--- src/rtl/multicycle_sequencer.sv ---
// Multi-cycle fetch/decode/execute/mem/writeback sequencer with retire counter and fault trapping.
// Outputs decode from the state register plus same-cycle decoder bits, alu_zero and acks; memory waits bounded by MEM_TIMEOUT.
module multicycle_sequencer #(
    parameter int                  OPCODE_W    = 8,
    parameter logic [OPCODE_W-1:0] HALT_OPCODE = 8'hFF,
    parameter int                  MEM_TIMEOUT = 15
) (
    input  logic                clk,
    input  logic                rst_n,
    input  logic                run,
    output logic                imem_req,
    input  logic                imem_ack,
    input  logic [OPCODE_W-1:0] ir_opcode,
    output logic [OPCODE_W-1:0] opcode,
    input  logic                dec_valid,
    input  logic                dec_memRead,
    input  logic                dec_memWrite,
    input  logic                dec_regWrite,
    input  logic                dec_branch,
    input  logic                alu_zero,
    output logic                dmem_req,
    output logic                dmem_we,
    input  logic                dmem_ack,
    output logic                rf_we,
    output logic                pc_en,
    output logic                pc_sel_branch,
    output logic [2:0]          state,
    output logic                halted,
    output logic                fault,
    output logic [15:0]         retired
);

    localparam int              TO_W   = $clog2(MEM_TIMEOUT + 1);
    localparam logic [TO_W-1:0] TO_MAX = TO_W'(MEM_TIMEOUT);

    typedef enum logic [2:0] {
        S_IDLE      = 3'd0,
        S_FETCH     = 3'd1,
        S_DECODE    = 3'd2,
        S_EXECUTE   = 3'd3,
        S_MEM       = 3'd4,
        S_WRITEBACK = 3'd5,
        S_HALT      = 3'd6,
        S_FAULT     = 3'd7
    } state_t;

    state_t              r_state;
    logic [OPCODE_W-1:0] r_opcode;
    logic [15:0]         r_retired;
    logic [TO_W-1:0]     r_wait;

    logic   w_mem_op;
    logic   w_wait_max;
    logic   w_exec_commit;
    logic   w_mem_commit;
    logic   w_commit;
    state_t w_after_commit;

    assign w_mem_op       = dec_memRead | dec_memWrite;
    assign w_wait_max     = (r_wait == TO_MAX);
    assign w_exec_commit  = (r_state == S_EXECUTE) && !w_mem_op && !dec_regWrite;
    assign w_mem_commit   = (r_state == S_MEM) && dmem_ack && !dec_regWrite;
    assign w_commit       = w_exec_commit | w_mem_commit | (r_state == S_WRITEBACK);
    // run is only consulted here, so dropping it mid-instruction never aborts the instruction
    assign w_after_commit = run ? S_FETCH : S_IDLE;

    always_ff @(posedge clk or negedge rst_n) begin
        if (!rst_n) begin
            r_state   <= S_IDLE;
            r_opcode  <= '0;
            r_retired <= '0;
            r_wait    <= '0;
        end else begin
            if (w_commit) r_retired <= r_retired + 16'd1;
            case (r_state)
                S_IDLE: begin
                    if (run) begin
                        r_state <= S_FETCH;
                        r_wait  <= '0;
                    end
                end
                S_FETCH: begin
                    if (imem_ack) begin
                        r_opcode <= ir_opcode;
                        r_state  <= S_DECODE;
                    end else if (w_wait_max) begin
                        r_state <= S_FAULT;
                    end else begin
                        r_wait <= r_wait + TO_W'(1);
                    end
                end
                S_DECODE: begin
                    if (r_opcode == HALT_OPCODE)
                        r_state <= S_HALT;
                    else if (!dec_valid || (dec_memRead && dec_memWrite))
                        r_state <= S_FAULT;
                    else
                        r_state <= S_EXECUTE;
                end
                S_EXECUTE: begin
                    if (w_mem_op) begin
                        r_state <= S_MEM;
                        r_wait  <= '0;
                    end else if (dec_regWrite) begin
                        r_state <= S_WRITEBACK;
                    end else begin
                        r_state <= w_after_commit;
                        r_wait  <= '0;
                    end
                end
                S_MEM: begin
                    // an ack in the final allowed cycle still completes normally
                    if (dmem_ack) begin
                        if (dec_regWrite) begin
                            r_state <= S_WRITEBACK;
                        end else begin
                            r_state <= w_after_commit;
                            r_wait  <= '0;
                        end
                    end else if (w_wait_max) begin
                        r_state <= S_FAULT;
                    end else begin
                        r_wait <= r_wait + TO_W'(1);
                    end
                end
                S_WRITEBACK: begin
                    r_state <= w_after_commit;
                    r_wait  <= '0;
                end
                S_HALT: begin
                    if (!run) r_state <= S_IDLE;
                end
                default: r_state <= S_FAULT;
            endcase
        end
    end

    assign imem_req      = (r_state == S_FETCH);
    assign dmem_req      = (r_state == S_MEM);
    assign dmem_we       = (r_state == S_MEM) && dec_memWrite;
    assign rf_we         = (r_state == S_WRITEBACK);
    assign pc_en         = w_commit;
    assign pc_sel_branch = w_exec_commit && dec_branch && alu_zero;
    assign halted        = (r_state == S_HALT);
    assign fault         = (r_state == S_FAULT);
    assign state         = r_state;
    assign opcode        = r_opcode;
    assign retired       = r_retired;

endmodule

--- config.mk ---
export PLATFORM = sky130hd
export DESIGN_NAME = multicycle_sequencer
export DESIGN_NICKNAME = d
export VERILOG_FILES = /design/src/rtl/multicycle_sequencer.sv
export SDC_FILE = /design/constraint.sdc
export NUM_CORES = 1
export LEC_CHECK = 0
export CAP_MARGIN = 20
export CORE_UTILIZATION = 37
export CTS_BUF_LIST = sky130_fd_sc_hd__clkbuf_4 sky130_fd_sc_hd__clkbuf_8
export DETAILED_ROUTE_END_ITERATION = 6
export GPL_TIMING_DRIVEN = 1
export PLACE_DENSITY = 0.71
export REMOVE_ABC_BUFFERS = 1
export SYNTH_ARGS = -nofsm -noshare
export SYNTH_HDL_FRONTEND = slang
export SYNTH_SLANG_ARGS = --single-unit
--- constraint.sdc ---
create_clock -name clk -period 1.8 [get_ports clk]
set_input_delay 0.27 -clock clk [delete_from_list [all_inputs] [get_ports clk]]
set_output_delay 0.27 -clock clk [all_outputs]
set_load 0.05 [all_outputs]
==> metrics.yaml <==
run_status:
  outcome: "complete, no violations"
worst_setup_path:
  critPathMaxStageDelay_ns: 0.44
  endpoint: "pc_en"
  worstPathRequired_ns: 1.53
  arrival_ns: 1.47
  crit_chain: "nor2b_4 > and3_4 > or2_4 > buf_12"
  slowest_stage: "dfrtp_2"
  start_kind: "flip-flop"
  r2r_slack_ns: 0.11
  cp_max_fo: 6
  crit_type: "flip-flop to primary output"
  crit_start: "state[0]"
  regToRegEndpoint: "r_wait[0]"
  worstRegToRegCells: 6
  rr_startpoint: "state[0]"
  cp-end-kind: "primary output"
logic_synthesis:
  synth-main-ff-cell: "dfrtp_1"
  synth_warnings: 0
  yosysTopAreaCell: "dfrtp_1"
  avgSynthCellArea_um2: 10.14
  synthDominantCellAreaShare_pct: 46.10
  syn_area_mm2: 0.001683
  ys_seq_area_share_pct: 46.10
  async_reset_ff_share_pct: 100.0
  synth-seq-cells: 31
  synthCells: 166
  synthTopCellsByArea: "dfrtp_1, xor2_1, mux2_2"
  ys_types: 42
  synth_edf_count: 0
clocking:
  cts.sinks: 31
  cts_tree: "built"
  worstSkewPairLatency_ns: 0.28
  numCtsBuffers: 5
  cts_root_buffer: "clkbuf_8"
  clkTransAtPathRegs_ns: 0.06
  cts_hold_buffers: 0
  h-tree-depth: 2
  clockBufferDepth: 2
placed_design:
  placed_area_mm2: 0.002476
  place_congestion: 0.9003
  dpl.hpwl_mm: 2.879
  place_ws_ns: -0.2949
  io_buffers: 53
grt:
  globalRoute.totalOverflow: 0
  grt_use_total_pct: 17.56
  grt_first_pass_wirelength_mm: 6.768
  antenna_found_initial: 0
  grt_pass1_vias: 1475
  grt_max_degree: 32
layout:
  mostFrequentLayoutCells: "buf_4, dfrtp_1, clkdlybuf4s50_1"
  syn_to_final_growth_pct: 58.51
  final_area_mm2: 0.002668
  layout_commonest_cell: "buf_4"
  fillers: 357
  utilization_pct: 61.26
  drive_gt1_share_pct: 34.43
  final_nets: 265
  n_antenna_cell: 0
timing:
  min_period_ns: 1.740
  setup_viol: 0
  skew_ns: 0.001865
  setup_slack_ns: 0.05985
  final-max-slew-violation-count: 0
  fmax_mhz: 574.7
  tightest_slew_ns: 0.5253
  slew_headroom_pct: 64.92
  rsz0062_at_grt: "false"
  hold_viol: 0
  period_share_pct: 96.68
drt:
  dr.first_iter.drc_count: 84
  vias: 1534
  ant_nets: 0
  dr.pass1.iters: 4
  vias_per_cell: 5.182
  drt-total-wl_mm: 4.051
  drcViolationCount: 0
  wire_per_inst_um: 13.69
hold_path:
  hold_path.class: "input pin to async pin"
floorplanning:
  die_x_um: 69.44
  io_pins: 54
  rows: 24
  core_mm2: 0.004354
  fp.dieH_um: 69.44
  design.die.area_mm2: 0.004822
  start_util_pct: 38.65
power:
  p_per_area_mw_per_mm2: 1655
  ir_drop_v: 0.001304
  p_leak_nw: 1.215
flow_run:
  drv_cap: 0
## logic make-up (layout without fill, tap and decap cells)
family / count (synthesis) / after routing / share of synthesized area, %
flip-flops: 31 / 31 / 46.10
adder cells (fa/ha/maj): 2 / 2 / 1.487
AND/OR/NAND/NOR: 70 / 70 / 23.20
XOR/XNOR: 15 / 15 / 7.806
AO/OA/AOI/OAI: 31 / 31 / 13.46
multiplexers: 9 / 9 / 6.022
buffers and inverters: 8 / 86 / 1.933
## report_power, final
group | switching, mW | leakage [nW] | internal, mW | total [mW]
logic | 1.51 | 0.762 | 1.13 | 2.64
registers | 0.210 | 0.399 | 0.901 | 1.11
clock network | 0.244 | 0.0547 | 0.420 | 0.664
## through the flow
stage,power [mW],hold WS [ns],instances,setup TNS [ns]
global placement,3.648,0.4585,283,-3.115
detailed placement,3.670,0.4728,283,-3.838
floorplan,2.598,-0.02559,160,-9.000
finish,4.414,0.3763,296,0
global route,4.647,0.4210,296,0
CTS,4.414,0.3868,294,0
## flip-flops by register name, summed over array words and instances, names as in the netlist
| name | flops |
|---|---|
| opcode | 8 |
| r_wait | 4 |
| retired | 16 |
| state | 3 |
## final cells by class
cell class              instances  area (um2)  area share, %
repair buffers                 77       800.8          30.02
multi-input cells             127       909.6          34.10
well taps                      52       65.06          2.439
inverters                       2       7.507         0.2814
clock buffers                   6       76.32          2.861
flip-flops and latches         31       778.2          29.17
clock inverters                 1       30.03          1.126
## cells in the mapped netlist (4+ instances only)
cell type  number
nand3_1         7
nand2b_1        5
o21ai_0         6
clkbuf_1        4
dfrtp_1        31
and3_1          4
nor2_1         13
nand4_1         5
mux2_2          8
and2_1          4
nand2_1        13
nor3_1          5
a21oi_1        11
xnor2_1         4
xor2_1         11
## worst min path at each step
stage / from / end / slack (ns) / depth (start not counted)
6_report: rst_n / retired[15] / 0.38 / 2
4_1_cts: rst_n / retired[15] / 0.39 / 2
3_5_place_dp: retired[15] / retired[15] / 0.47 / 1
5_1_grt: rst_n / retired[15] / 0.42 / 2
3_3_place_gp: retired[15] / retired[15] / 0.46 / 1
2_1_floorplan: rst_n / opcode[0] / -0.03 / 0
## routing by layer
metal,vias to the layer above,wire [um],track usage (%)
met5,-,0,0
met2,51,1918,27.62
met4,0,92,8.617
met3,6,224,4.360
li1,753,-,-
met1,724,1815,22.51
## worst max-delay path, delay by kind of cell, from the launching register on
| kind | cells | cell delay (ns) |
|---|---|---|
| buffers and inverters | 1 | 0.16 |
| DFF | 1 | 0.44 |
| and+or+nand+nor | 3 | 0.59 |
## timing repair
item                       4_1_cts  5_1_grt
resized for setup                8        8
pin swaps                        3        2
buffers inserted                 4        2
setup endpoints to repair        5       13
Note: power is estimated with default switching activity, not from simulation.
